[config.mk]
export PLATFORM = sky130hd
export DESIGN_NAME = wb_sdr_pattern_master
export DESIGN_NICKNAME = d
export VERILOG_FILES = /design/src/rtl/wb_sdr_pkg.sv /design/src/rtl/wb_lfsr.sv /design/src/rtl/wb_sdr_pattern_master.sv
export SDC_FILE = /design/constraint.sdc
export NUM_CORES = 1
export LEC_CHECK = 0
export BUFFER_PORTS_ARGS = -buffer_cell sky130_fd_sc_hd__clkbuf_2
export CORE_ASPECT_RATIO = 0.5
export CORE_MARGIN = 2
export CORE_UTILIZATION = 55
export CTS_CLUSTER_DIAMETER = 120
export DETAILED_ROUTE_END_ITERATION = 8
export PLACE_DENSITY_LB_ADDON = 0.05
export RECOVER_POWER = 100
export SLEW_MARGIN = 20
export SYNTH_ARGS = -nofsm -noshare
export SYNTH_HDL_FRONTEND = slang
export SYNTH_SLANG_ARGS = --single-unit
[constraint.sdc]
create_clock -name sys_clk -period 4 [get_ports sys_clk]
set_clock_uncertainty 0.05 [all_clocks]
set_input_delay 0.8 -clock sys_clk [delete_from_list [all_inputs] [get_ports sys_clk]]
set_output_delay 0.8 -clock sys_clk [all_outputs]
set_load 0.01 [all_outputs]
[src/rtl/wb_sdr_pkg.sv]
// Shared definitions for the SDRAM Wishbone pattern master.
package wb_sdr_pkg;

  typedef logic [2:0] state_t;

  localparam state_t S_IDLE      = 3'd0;
  localparam state_t S_WAIT_INIT = 3'd1;
  localparam state_t S_WR_BURST  = 3'd2;
  localparam state_t S_WR_GAP    = 3'd3;
  localparam state_t S_RD_BURST  = 3'd4;
  localparam state_t S_RD_GAP    = 3'd5;
  localparam state_t S_FINISH    = 3'd6;

  localparam logic [2:0] CTI_CLASSIC = 3'b000;
  localparam logic [2:0] CTI_INCR    = 3'b010;
  localparam logic [2:0] CTI_EOB     = 3'b111;

  typedef enum logic [1:0] {
    MODE_WR    = 2'b00,
    MODE_RD    = 2'b01,
    MODE_WR_RD = 2'b10,
    MODE_RSVD  = 2'b11
  } mode_t;

  // Galois feedback masks (right-shifting form) for maximal-length sequences
  function automatic logic [63:0] lfsr_taps(input int width);
    case (width)
      8:       return 64'h0000_0000_0000_00B8;
      16:      return 64'h0000_0000_0000_B400;
      64:      return 64'hD800_0000_0000_0000;
      default: return 64'h0000_0000_8020_0003;
    endcase
  endfunction

endpackage

[src/rtl/wb_lfsr.sv]
// Galois LFSR that produces the write pattern and the read-back reference.
module wb_lfsr
  import wb_sdr_pkg::*;
#(
  parameter int width = 32
) (
  input  logic             clk,
  input  logic             rst_n,
  input  logic             load,
  input  logic             step,
  input  logic [width-1:0] seed,
  output logic [width-1:0] state
);

  localparam logic [63:0]      TAPS_ALL = lfsr_taps(width);
  localparam logic [width-1:0] TAPS     = TAPS_ALL[width-1:0];

  // Load has priority so a reload and a final step never collide
  always_ff @(posedge clk or negedge rst_n) begin
    if (!rst_n) begin
      state <= '0;
    end else if (load) begin
      state <= seed;
    end else if (step) begin
      state <= (state >> 1) ^ (state[0] ? TAPS : '0);
    end
  end

endmodule

[src/rtl/wb_sdr_pattern_master.sv]
// Wishbone master that writes an LFSR pattern to SDRAM and checks it on read-back.
module wb_sdr_pattern_master
  import wb_sdr_pkg::*;
#(
  parameter int dw     = 32,
  parameter int aw     = 26,
  parameter int bl     = 5,
  parameter int nw     = 16,
  parameter int TO_CYC = 255
) (
  input  logic            sys_clk,
  input  logic            RESETN,
  input  logic            sdr_init_done,
  input  logic            start,
  input  logic [1:0]      cfg_mode,
  input  logic [aw-1:0]   cfg_base_addr,
  input  logic [nw-1:0]   cfg_num_words,
  input  logic [bl-1:0]   cfg_burst_len,
  input  logic [dw-1:0]   cfg_seed,
  output logic            busy,
  output logic            done,
  output logic            timeout,
  output logic [15:0]     err_cnt,
  output logic [aw-1:0]   first_err_addr,
  output logic            wb_cyc_o,
  output logic            wb_stb_o,
  output logic            wb_we_o,
  output logic [aw-1:0]   wb_addr_o,
  output logic [dw-1:0]   wb_dat_o,
  output logic [dw/8-1:0] wb_sel_o,
  output logic [2:0]      wb_cti_o,
  input  logic            wb_ack_i,
  input  logic [dw-1:0]   wb_dat_i
);

  localparam int            TW        = $clog2(TO_CYC + 1);
  localparam logic [aw-1:0] STEP      = aw'(dw / 8);
  localparam logic [aw-1:0] ALIGN_MSK = ~aw'(dw / 8 - 1);

  state_t          state;
  logic [1:0]      mode_r;
  logic [aw-1:0]   base_r;
  logic [nw-1:0]   num_r;
  logic [nw-1:0]   remaining;
  logic [bl-1:0]   blen_r;
  logic [bl-1:0]   beats_left;
  logic [dw-1:0]   seed_r;
  logic [TW-1:0]   to_cnt;
  logic            err_seen;

  logic            beat_ack;
  logic            do_launch;
  logic            launch_rd;
  logic [nw-1:0]   launch_words;
  logic [bl-1:0]   launch_beats;
  logic            lfsr_load;
  logic            lfsr_step;
  logic [dw-1:0]   lfsr_seed;
  logic [dw-1:0]   lfsr_q;
  logic [dw-1:0]   seed_fix;

  function automatic logic [bl-1:0] beats_for(input logic [nw-1:0] words,
                                              input logic [bl-1:0] blen);
    if (words < nw'(blen)) return bl'(words);
    return blen;
  endfunction

  assign beat_ack = wb_stb_o && wb_ack_i;
  assign seed_fix = (cfg_seed == '0) ? '1 : cfg_seed;
  assign wb_dat_o = lfsr_q;
  assign wb_sel_o = {(dw/8){wb_cyc_o}};

  // Decide whether a new burst starts this cycle and how large it is
  always_comb begin
    launch_words = remaining;
    launch_rd    = (state == S_RD_GAP);
    do_launch    = 1'b0;
    case (state)
      S_WAIT_INIT: begin
        launch_words = num_r;
        launch_rd    = (mode_r == MODE_RD);
        do_launch    = sdr_init_done && (num_r != '0);
      end
      S_WR_GAP: begin
        if (remaining == '0) begin
          launch_words = num_r;
          launch_rd    = 1'b1;
          do_launch    = mode_r[1];
        end else begin
          launch_rd    = 1'b0;
          do_launch    = 1'b1;
        end
      end
      S_RD_GAP: do_launch = (remaining != '0);
      default: ;
    endcase
    launch_beats = beats_for(launch_words, blen_r);
  end

  // LFSR is seeded at start and reseeded when the write phase hands over to reads
  always_comb begin
    lfsr_load = (state == S_IDLE && start) ||
                (state == S_WR_GAP && remaining == '0 && mode_r[1]);
    lfsr_seed = (state == S_IDLE) ? seed_fix : seed_r;
    lfsr_step = beat_ack && (state == S_WR_BURST || state == S_RD_BURST);
  end

  wb_lfsr #(.width(dw)) u_lfsr (
    .clk   (sys_clk),
    .rst_n (RESETN),
    .load  (lfsr_load),
    .step  (lfsr_step),
    .seed  (lfsr_seed),
    .state (lfsr_q)
  );

  // Main sequencer: run control, bus handshake, timeout and read checking
  always_ff @(posedge sys_clk or negedge RESETN) begin
    if (!RESETN) begin
      state          <= S_IDLE;
      mode_r         <= '0;
      base_r         <= '0;
      num_r          <= '0;
      remaining      <= '0;
      blen_r         <= '0;
      beats_left     <= '0;
      seed_r         <= '0;
      to_cnt         <= '0;
      err_seen       <= 1'b0;
      busy           <= 1'b0;
      done           <= 1'b0;
      timeout        <= 1'b0;
      err_cnt        <= '0;
      first_err_addr <= '0;
      wb_cyc_o       <= 1'b0;
      wb_stb_o       <= 1'b0;
      wb_we_o        <= 1'b0;
      wb_addr_o      <= '0;
      wb_cti_o       <= CTI_CLASSIC;
    end else begin
      done <= 1'b0;
      case (state)
        S_IDLE: begin
          if (start) begin
            mode_r         <= cfg_mode;
            base_r         <= cfg_base_addr & ALIGN_MSK;
            num_r          <= cfg_num_words;
            blen_r         <= (cfg_burst_len == '0) ? bl'(1) : cfg_burst_len;
            seed_r         <= seed_fix;
            err_cnt        <= '0;
            timeout        <= 1'b0;
            first_err_addr <= '0;
            err_seen       <= 1'b0;
            busy           <= 1'b1;
            state          <= S_WAIT_INIT;
          end
        end
        S_WAIT_INIT: begin
          if (sdr_init_done) begin
            if (num_r == '0) begin
              done  <= 1'b1;
              busy  <= 1'b0;
              state <= S_FINISH;
            end else begin
              wb_addr_o <= base_r;
              remaining <= num_r;
            end
          end
        end
        S_WR_BURST, S_RD_BURST: begin
          if (beat_ack) begin
            wb_addr_o  <= wb_addr_o + STEP;
            remaining  <= remaining - 1'b1;
            beats_left <= beats_left - 1'b1;
            to_cnt     <= '0;
            if (state == S_RD_BURST && wb_dat_i != lfsr_q) begin
              if (err_cnt != 16'hFFFF) err_cnt <= err_cnt + 1'b1;
              if (!err_seen) begin
                err_seen       <= 1'b1;
                first_err_addr <= wb_addr_o;
              end
            end
            if (beats_left == bl'(1)) begin
              wb_cyc_o <= 1'b0;
              wb_stb_o <= 1'b0;
              wb_we_o  <= 1'b0;
              wb_cti_o <= CTI_CLASSIC;
              state    <= (state == S_WR_BURST) ? S_WR_GAP : S_RD_GAP;
            end else begin
              wb_cti_o <= (beats_left == bl'(2)) ? CTI_EOB : CTI_INCR;
            end
          end else if (to_cnt == TW'(TO_CYC - 1)) begin
            wb_cyc_o <= 1'b0;
            wb_stb_o <= 1'b0;
            wb_we_o  <= 1'b0;
            wb_cti_o <= CTI_CLASSIC;
            timeout  <= 1'b1;
            done     <= 1'b1;
            busy     <= 1'b0;
            state    <= S_FINISH;
          end else begin
            to_cnt <= to_cnt + 1'b1;
          end
        end
        S_WR_GAP: begin
          if (remaining == '0) begin
            if (mode_r[1]) begin
              wb_addr_o <= base_r;
              remaining <= num_r;
            end else begin
              done  <= 1'b1;
              busy  <= 1'b0;
              state <= S_FINISH;
            end
          end
        end
        S_RD_GAP: begin
          if (remaining == '0) begin
            done  <= 1'b1;
            busy  <= 1'b0;
            state <= S_FINISH;
          end
        end
        S_FINISH: state <= S_IDLE;
        default:  state <= S_IDLE;
      endcase

      if (do_launch) begin
        beats_left <= launch_beats;
        wb_cti_o   <= (launch_beats == bl'(1)) ? CTI_CLASSIC : CTI_INCR;
        wb_cyc_o   <= 1'b1;
        wb_stb_o   <= 1'b1;
        wb_we_o    <= !launch_rd;
        to_cnt     <= '0;
        state      <= launch_rd ? S_RD_BURST : S_WR_BURST;
      end
    end
  end

endmodule
## Yosys cells after proc, flatten, opt, wreduce, memory -nomap -nowiden

Cells that the tools add are included.

| word-level totals | value |
|---|---|
| bits in registers | 220 |
| bits of input ports | 118 |
| output and inout bits | 113 |
| word-level logic and storage cells | 192 |

| operators by class | value |
|---|---|
| add/subtract/negate cells | 5 |
| $lt $le $gt $ge | 1 |
| equal/unequal tests | 36 |
| muxes and demuxes | 92 |
| bitwise logic cells | 1 |
| reductions and logical operators | 37 |

Operators with widths:

| kind | count |
|---|---|
| $mux W26 | 9 |
| $mux W16 | 10 |
| $mux W32 | 5 |
| $pmux W26 S3 | 1 |
| $pmux W16 S2 | 2 |
| $mux W3 | 18 |
| $pmux W26 S2 | 1 |
| $pmux W16 S3 | 1 |
| $logic_not A16 Y1 | 2 |
| $logic_not A32 Y1 | 1 |
| $mux W8 | 4 |
| $ne A32 B32 Y1 | 1 |
| $reduce_bool A16 Y1 | 2 |
| $xor A31 B32 Y32 | 1 |
| $mux W5 | 6 |
| $mux W1 | 27 |
| $add A26 B3 Y26 const B | 1 |
| $ne A2 B2 Y1 const B | 12 |
| $add A16 B1 Y16 const B | 1 |
| $lt A16 B5 Y1 | 1 |
| $ne A16 B16 Y1 const B | 1 |
| $sub A16 B1 Y16 const B | 1 |
| $ne A3 B3 Y1 const B | 5 |
| $pmux W3 S5 | 1 |
| 34 further kinds | 58 |

## Longest topological paths before layout

Gate-level depths: netlist of the first run.

| logic depth | value |
|---|---|
| depth in word-level cells | 9 |
| depth in mapped cells | 14 |
| gate-level depth less buffers | 13 |

## By module

A second synthesis of the first run with hierarchy kept.

| second synthesis, totals | value |
|---|---|
| cell total of the unflattened synthesis | 1311 |
| area total of the unflattened synthesis | 11458.5 µm² |

By module, submodules not included:

| module | instances | cells each | area an instance (µm²) | sequential area each (µm²) |
|---|---|---|---|---|
| wb_sdr_pattern_master | 1 | 1168 | 9929.5 | 4604.4 |
| wb_lfsr | 1 | 143 | 1529.0 | 800.8 |

## Worst setup path after synthesis of the first run

No wires, ideal clock.

| timing | value |
|---|---|
| path kind | register to register |
| from | register remaining[0] |
| to | register wb_cti_o[1] |
| setup time | 0.092 ns |
| data arrival time | 3.396 ns |
| required time | 3.858 ns |
| slack | 0.462 ns |
| stages on the path, launching flop included | 15 |
| buffers on the path | 1 |
| clock period less this slack | 3.538 ns |
| path through | dfrtp_1 -> inv_1 -> ha_1 -> or4b_4 -> o41ai_4 -> nand2_4 -> mux2_2 -> ha_1 -> a211oi_1 -> nor2_1 -> nor2_1 -> and2_1 -> buf_2 -> a21oi_1 -> o31ai_2 |

| between the ends | value |
|---|---|
| cells in the longest elaborated chain, start to end | 9 |
| elaborated cells on any way between the ends | 16 |
| classes of those cells | 1 x order compare; 1 x eq/ne; 9 x mux; 5 x reduce/logical |

Ends and longest elaborated chain:

| what | RTL line | RTL |
|---|---|---|
| from (decl) | wb_sdr_pattern_master.sv:44 | `logic [nw-1:0] remaining;` |
| from (signal assigned) | wb_sdr_pattern_master.sv:166 | `remaining <= num_r;` |
| from (signal assigned) | wb_sdr_pattern_master.sv:173 | `remaining <= remaining - 1'b1;` |
| from (signal assigned) | wb_sdr_pattern_master.sv:209 | `remaining <= num_r;` |
| $logic_not A16 Y1 | wb_sdr_pattern_master.sv:85 | `if (remaining == '0) begin` |
| $mux W16 | wb_sdr_pattern_master.sv:85 |  |
| $pmux W16 S2 | wb_sdr_pattern_master.sv:78 | `case (state)` |
| $lt A16 B5 Y1 | wb_sdr_pattern_master.sv:64 | `if (words < nw'(blen)) return bl'(words);` |
| $mux W1 | wb_sdr_pattern_master.sv:64 |  |
| $mux W5 | wb_sdr_pattern_master.sv:65 | `return blen;` |
| $eq A5 B1 Y1 | wb_sdr_pattern_master.sv:230 | `wb_cti_o <= (launch_beats == bl'(1)) ? CTI_CLASSIC : CTI_INCR;` |
| $mux W2 | wb_sdr_pattern_master.sv:230 |  |
| $mux W3 | wb_sdr_pattern_master.sv:228 | `if (do_launch) begin` |
| to (signal assigned) | wb_sdr_pattern_master.sv:190 | `wb_cti_o <= (beats_left == bl'(2)) ? CTI_EOB : CTI_INCR;` |
| to (signal assigned) | wb_sdr_pattern_master.sv:230 |  |
| to (decl) | wb_sdr_pattern_master.sv:31 | `output logic [2:0] wb_cti_o,` |

Parallel ways exist; a longest one is shown, timed or not. The select of a mux whose other input is x is not followed.
A chain may end at the register's enable or synchronous reset.

## Worst setup path after layout of the first run

| timing | value |
|---|---|
| from | register remaining[0] |
| to | register beats_left[2] |

| between the ends | value |
|---|---|
| cells in the longest elaborated chain, start to end | 7 |
| elaborated cells on any way between the ends | 14 |
| classes of those cells | 1 x order compare; 8 x mux; 5 x reduce/logical |

Ends and longest elaborated chain:

| what | RTL line | RTL |
|---|---|---|
| $logic_not A16 Y1 | wb_sdr_pattern_master.sv:85 |  |
| $mux W16 | wb_sdr_pattern_master.sv:85 |  |
| $pmux W16 S2 | wb_sdr_pattern_master.sv:78 |  |
| $lt A16 B5 Y1 | wb_sdr_pattern_master.sv:64 |  |
| $mux W1 | wb_sdr_pattern_master.sv:64 |  |
| $mux W5 | wb_sdr_pattern_master.sv:65 |  |
| $mux W5 | wb_sdr_pattern_master.sv:228 |  |
| to (signal assigned) | wb_sdr_pattern_master.sv:174 | `beats_left <= beats_left - 1'b1;` |
| to (signal assigned) | wb_sdr_pattern_master.sv:229 | `beats_left <= launch_beats;` |
| to (decl) | wb_sdr_pattern_master.sv:46 | `logic [bl-1:0] beats_left;` |

Parallel ways exist; a longest one is shown, timed or not. The select of a mux whose other input is x is not followed.

==> results of run 1 <==
-- worst max-delay path: stages (launching register included) --
cell and delay, ns:
dfrtp_1 0.42, inv_1 0.13, ha_1 0.23, or4b_4 0.54
o41ai_4 0.45, nand2_4 0.12, mux2_2 0.31, ha_1 0.30
a211oi_1 0.24, nor2_1 0.07, nor2_1 0.15, and2_2 0.25
a21oi_1 0.09, o31ai_1 0.27
-- routing by layer --
layer  up-vias  track usage [%]  part of all wire, %
met5         -                0                0.040
met4         2            6.130                  1.5
met3        34            5.477                  7.4
met2       419            44.45                   45
met1      5184            42.77                   46
li1       4978                -                    -
-- metrics by stage --
step           power, mW  area, µm²  worst slack (ns)  utilization [%]  cells
6_report           11.85      13470            0.2602            65.24   1738
2_1_floorplan      8.130      11650            0.4621                -   1271
3_3_place_gp       9.690      13000            0.2904            62.94   1699
3_5_place_dp       9.918      13000            0.1718            62.94   1699
5_1_grt            12.78      13470          0.009182            65.23   1737
4_1_cts            12.01      13690            0.1454            66.31   1737
-- state kept, by name, indices dropped and copies added, names as in the netlist, 2 cells and up --
| register | count |
|---|---|
| wb_cti_o | 2 |
| base_r | 24 |
| num_r | 16 |
| seed_r | 32 |
| u_lfsr.state | 32 |
| first_err_addr | 25 |
| mode_r | 2 |
| beats_left | 5 |
| wb_addr_o | 24 |
| blen_r | 5 |
| to_cnt | 8 |
| remaining | 16 |
| err_cnt | 16 |
| state | 3 |
-- synth_stat cells (5+ instances only) --
cell type	count	area (µm²)
o31ai_1	17	127.6
dfrtp_1	216	5405
nand2_1	156	585.6
xnor2_1	35	306.5
ha_1	12	150.1
nand3_1	55	275.3
and2_1	12	75.07
o41ai_1	12	105.1
a21oi_1	87	435.4
nor2_1	126	473.0
a22oi_1	15	112.6
o22a_1	17	148.9
buf_4	11	82.58
buf_1	5	18.77
o22ai_1	16	100.1
mux2_2	47	529.3
o21a_1	32	240.2
o2bb2ai_1	8	70.07
buf_2	7	35.03
nor4_1	21	131.4
and3_1	12	75.07
or3_1	6	37.54
clkbuf_1	71	266.5
inv_1	18	67.56
nand4_1	22	137.6
a31oi_1	26	162.7
a22o_1	27	236.5
nor3_1	26	130.1
xor2_1	8	70.07
o21ai_0	69	345.3
-- area by class of cell --
type                    count  area share (%)
multi-input cells         941           42.95
flip-flops and latches    216           40.13
repair buffers            251           8.713
diodes                      1         0.01858
well taps                 273           2.536
clock inverters             7          0.6781
inverters                  18          0.5016
clock buffers              31           4.477
-- path summary, 6_finish.rpt --
path | from | end | slack (ns) | cells past startpoint
max in group asynchronous | RESETN | seed_r[28] | 0.88 | 2
min in group asynchronous | RESETN | first_err_addr[5] | 0.88 | 1
max | remaining[0] | beats_left[2] | 0.26 | 13
max reg2reg | remaining[0] | beats_left[2] | 0.26 | 13
min reg2reg | first_err_addr[17] | first_err_addr[17] | 0.45 | 1
min | first_err_addr[17] | first_err_addr[17] | 0.45 | 1
-- cell families (layout without fill, tap and decap cells) --
group / Yosys count / count (layout)
adders and majority gates: 12 / 12
AOI/OAI and AO/OA: 368 / 368
other: 1 / 3
and+or+nand+nor: 467 / 467
xor gates and xnor gates: 43 / 43
buffers and inverters: 114 / 307
muxes: 49 / 49
DFF: 216 / 216
-- report_power, final --
part	internal, mW	leakage (nW)	switching, mW
combinational	2.32	2.81	3.33
clock	1.18	0.339	0.872
sequential	3.16	2.61	0.997
total	6.65	5.76	5.19
==> results.md, run 1 <==
- Crit start category: register
- Die Y: 106.9 µm
- Vias in the first global route: 10.03k
- First-pass GRT wire length: 52.13 mm
- Syn_area_per_cell: 9.169 µm²
- TritonCTS clock tree: yes
- Worst endpoint data arrival time: 4.10 ns
- Status: complete, but fails checks
- Later-pin clock latency in the skew report: 0.52 ns
- Warnings from Yosys: 0
- Gr usage total: 28.90%
- Max rail drop VDD: 0.0004984 V
- CTS sink count: 216
- # fillers: 1825
- Syn Inst Count: 1270
- WL final: 32.19 mm
- Total CTS buffers: 21
- Critical path class: reg2reg
- # DRC: 0
- IO Count: 231
- Largest net degree at the start of global routing: 92
- Drt via density: 6.109
- WL/cell: 18.52 µm
- Ys flop type: dfrtp_1
- Synth Area in Adders: 1.289%
- Setup TNS: 0 ns
- Most frequent cells in the layout: 216 x dfrtp_1, 156 x nand2_1, 125 x nor2_1
- Final Hold Vio Count: 0
- Combinational family with the most area after synthesis: compound AO/OA/AOI/OAI gates
- Multi-input combinational cell area: 0.005786 mm²
- Post-synth cell types: 75
- Worst-Margin Slew: 2.190 ns
- Core Rows: 37
- CTS Buffer Depth: 3
- Register area share after synthesis: 46.42%
- Detail Route Antenna Nets: 0
- Post-synthesis simple-gate area fraction: 18.72%
- Vias: 10.62k
- Die ar.: 0.02242 mm²
- Core area: 0.02065 mm²
- Slew Limit Headroom: -46.00%
- Post-CTS Setup Inserts: 0
- Worst Path Max Fanout: 7
- Reg area: 0.005405 mm²
- Synthesized area: 0.01164 mm²
- Iteration-0 DRC Markers: 921
- Post-synthesis mux area share: 4.717%
- XOR/XNOR Fraction of Synth Area: 3.234%
- Most common cell after layout, fill and taps aside: dfrtp_1
- Die X: 209.8 µm
- Minimum clock period: 3.740 ns
- P_leak: 5.763 nW
- Initial antenna violation count: 2
- Clk slew on worst S/H paths: 0.07 ns
- EDFF count, synth: 0
- Worst EP required: 4.36 ns
- RSZ-0062 raised after global routing: false
- Area Overhead vs Synth: 15.68%
- # port buffers: 226
- Share of cells above drive strength 1: 16.53%
- CTS H-tree lvls: 1
- Max Clock Freq: 267.4 MHz
- Power Dens Cells: 879.5 mW/mm²
- Hold Worst Slack: 0.4516 ns
- Effective utilization at floorplan: 56.40%
- Hpwl dp: 22.45 mm
- Post-cts resize count: 0
- Violated checks: capacitance limit, slew limit
- Yosys reg bits: 216
- Post-synthesis compound-gate area fraction: 21.39%
- Final #Nets: 1579
- GR Overflow Total: 0
- Max Cap Viol: 1
- Drt first pass iters: 5
- Slew Viols, Final: 92
- Final setup fails: 0
- Synth async-reset ratio: 100.0%
- Hold_buf cts: 0
- Hold WC Path Type: reg2reg
- CP endpoint kind: register
- Root Driver: clkbuf_16
- Tcrit/Tclk final: 93.49%
- GPL Wtd Cong: 0.9028
Power figures use the tool's default switching activity.
==> run 2: changes to the inputs <==
--- a/config.mk
+++ b/config.mk
@@ -5,12 +5,12 @@
 export SDC_FILE = /design/constraint.sdc
 export NUM_CORES = 1
 export LEC_CHECK = 0
-export BUFFER_PORTS_ARGS = -buffer_cell sky130_fd_sc_hd__clkbuf_2
 export CORE_ASPECT_RATIO = 0.5
 export CORE_MARGIN = 2
 export CORE_UTILIZATION = 55
 export CTS_CLUSTER_DIAMETER = 120
 export DETAILED_ROUTE_END_ITERATION = 8
+export DONT_BUFFER_PORTS = 1
 export PLACE_DENSITY_LB_ADDON = 0.05
 export RECOVER_POWER = 100
 export SLEW_MARGIN = 20
==> results.md, run 2 (synthesis results as in run 1) <==
- Detail Route Antenna Nets: 0 (unchanged)
- Vias: 9781 (-7.9%)
- Die ar.: 0.02242 mm² (unchanged)
- Later-pin clock latency in the skew report: 0.52 ns (about the same)
- CTS sink count: 216 (unchanged)
- Worst endpoint data arrival time: 4.13 ns (+0.03 ns)
- Drt first pass iters: 5 (unchanged)
- P_leak: 5.144 nW (-11%)
- Post-CTS Setup Inserts: 0 (unchanged)
- Max Cap Viol: 0 (-1)
- WL final: 31.93 mm (-0.81%)
- Hold WC Path Type: in2async
- Minimum clock period: 3.759 ns (+0.01934 ns)
- Total CTS buffers: 21 (unchanged)
- GR Overflow Total: 0 (unchanged)
- Final #Nets: 1351 (-14%)
- WL/cell: 21.20 µm (+14%)
- Critical path's slowest cell: or4_4
- Worst Path Max Fanout: 6 (-1)
- Max Clock Freq: 266.0 MHz (-0.51%)
- Post-placement setup slack: 0.1869 ns (+0.01510 ns)
- Final setup fails: 0 (unchanged)
- DP Cell Count: 1471 (-13%)
- Drt via density: 6.495 (+6.3%)
- CP cell instances: inv_1 > ha_1 > or4b_4 > or4_4 > a21oi_1 > o21ai_0 > ha_1 > nand4_1 > a221o_1 > and3_1 > o31ai_2
- Most common cell after layout, fill and taps aside: dfrtp_1
- Share of cells above drive strength 1: 10.39% (-6.1 points)
- CTS H-tree lvls: 1 (unchanged)
- Worst path most repeated cell: ha_1
- Slew Limit Headroom: 3.861% (+50 points)
- Vias in the first global route: 9215 (-8.1%)
- # DRC: 0 (unchanged)
- Setup TNS: 0 ns (unchanged)
- Reg2reg start: remaining[0]
- Core Rows: 37 (unchanged)
- Power Dens Cells: 919.5 mW/mm² (+4.5%)
- Status: complete, but fails checks
- CP top delay family: simple AND/OR/NAND/NOR gates
- CTS Buffer Depth: 3 (unchanged)
- Die X: 209.8 µm (unchanged)
- CP endpoint kind: register
- Crit path largest cell delay: 0.59 ns (+0.05 ns)
- CP bufs+invs: 1 (unchanged)
- Die Y: 106.9 µm (unchanged)
- Regs by FF count: seed_r x32, u_lfsr.state x32, first_err_addr x25
- GPL Wtd Cong: 0.8591 (-4.8%)
- Worst-Margin Slew: 1.442 ns (-0.7478 ns)
- # port buffers: 0 (-100%)
- IO Count: 231 (unchanged)
- Hpwl dp: 21.41 mm (-4.6%)
- Slew Viols, Final: 0 (-100%)
- Iteration-0 DRC Markers: 787 (-15%)
- Crit start category: register
- Max rail drop VDD: 0.0005113 V (+2.6%)
- Clk slew on worst S/H paths: 0.06 ns (about the same)
- Non-filler cells in the finished layout: 1506 (-13%)
- Overall power: 11.40 mW (-3.8%)
- TritonCTS clock tree: yes
- Critical path class: reg2reg
- Tcrit/Tclk final: 93.98% (+0.48 points)
- Initial antenna violation count: 2 (unchanged)
- First-pass GRT wire length: 50.81 mm (-2.5%)
- Final Hold Vio Count: 169 (+169)
- Worst EP required: 4.37 ns (about the same)
- Violated checks: hold timing
- Worst R2R Setup Slack: 0.24 ns (-0.02 ns)
- Effective utilization at floorplan: 56.40% (unchanged)
- Core area: 0.02065 mm² (unchanged)
- RSZ-0062 raised after global routing: false
- Root Driver: clkbuf_16
- Worst r2r path cells: 11 (-2)
- Final worst slack: 0.2409 ns (-0.01934 ns)
- Largest net degree at the start of global routing: 217 (+140%)
- Most frequent cells in the layout: 216 x dfrtp_1, 156 x nand2_1, 125 x nor2_1
- Area Overhead vs Synth: 6.479%
- Worst flop-to-flop path endpoint: wb_cti_o[1]
- Hold Worst Slack: -0.07393 ns (-0.5255 ns)
- # fillers: 1794 (-1.7%)
- Gr usage total: 28.55% (-0.35 points)
## run 2: changes by cell type in the layout (fill, tap and decap cells not counted), moves of 2 or more
cell / previous run / this run
clkbuf_8: 4 / 2
clkbuf_1: 122 / 2
clkbuf_2: 120 / 6
clkinv_2: 3 / 6
buf_12: 2 / 0
buf_4: 12 / 14
## run 2: area by class of cell
type	instances	area (µm²)	area share (%)
tap	273	341.6	2.755
clock inverter	10	106.4	0.8577
timing repair buffer	23	153.9	1.241
clock buffer	24	556.8	4.490
antenna	1	2.502	0.02018
inverter	18	67.56	0.5449
multi-input combinational	941	5766	46.50
sequential	216	5405	43.59
## run 2: how the worst max path moves through the flow
stage,startpoint,to,depth (start not counted)
detailed placement,remaining[0],beats_left[2],13
floorplan,remaining[0],wb_cti_o[1],14
global placement,remaining[0],wb_cti_o[1],13
global route,state[1],err_cnt[11],7
finish,remaining[0],wb_cti_o[1],11
CTS,remaining[0],beats_left[2],13
## run 2: report_power, final
| group | internal [mW] | switching (mW) | total [mW] |
|---|---|---|---|
| combinational | 2.09 | 2.88 | 4.97 |
| clock | 1.13 | 0.873 | 2.00 |
| sequential | 3.15 | 1.28 | 4.43 |
## run 2: timing repair
action | CTS | global route
endpoints found under the setup margin | 0 | 2
hold endpoints to repair | 216 | 216
gates resized for setup | 0 | 1
## run 2: metal layers
layer  global-route usage (%)  wire length [µm]  vias to the layer above
met3                    7.147              2671                       53
met1                    41.25             14350                     4822
met5                        0                16                        -
met4                    6.586               644                        2
li1                         -                 -                     4527
met2                    43.45             14250                      377
## run 2: through the flow
| stage | cell area, µm² | utilization, % |
|---|---|---|
| 3_3_place_gp | 11820 | 57.22 |
| 5_1_grt | 12400 | 60.05 |
| 3_5_place_dp | 11820 | 57.22 |
| 4_1_cts | 12480 | 60.44 |
| 2_1_floorplan | 11650 | - |
| 6_report | 12400 | 60.05 |
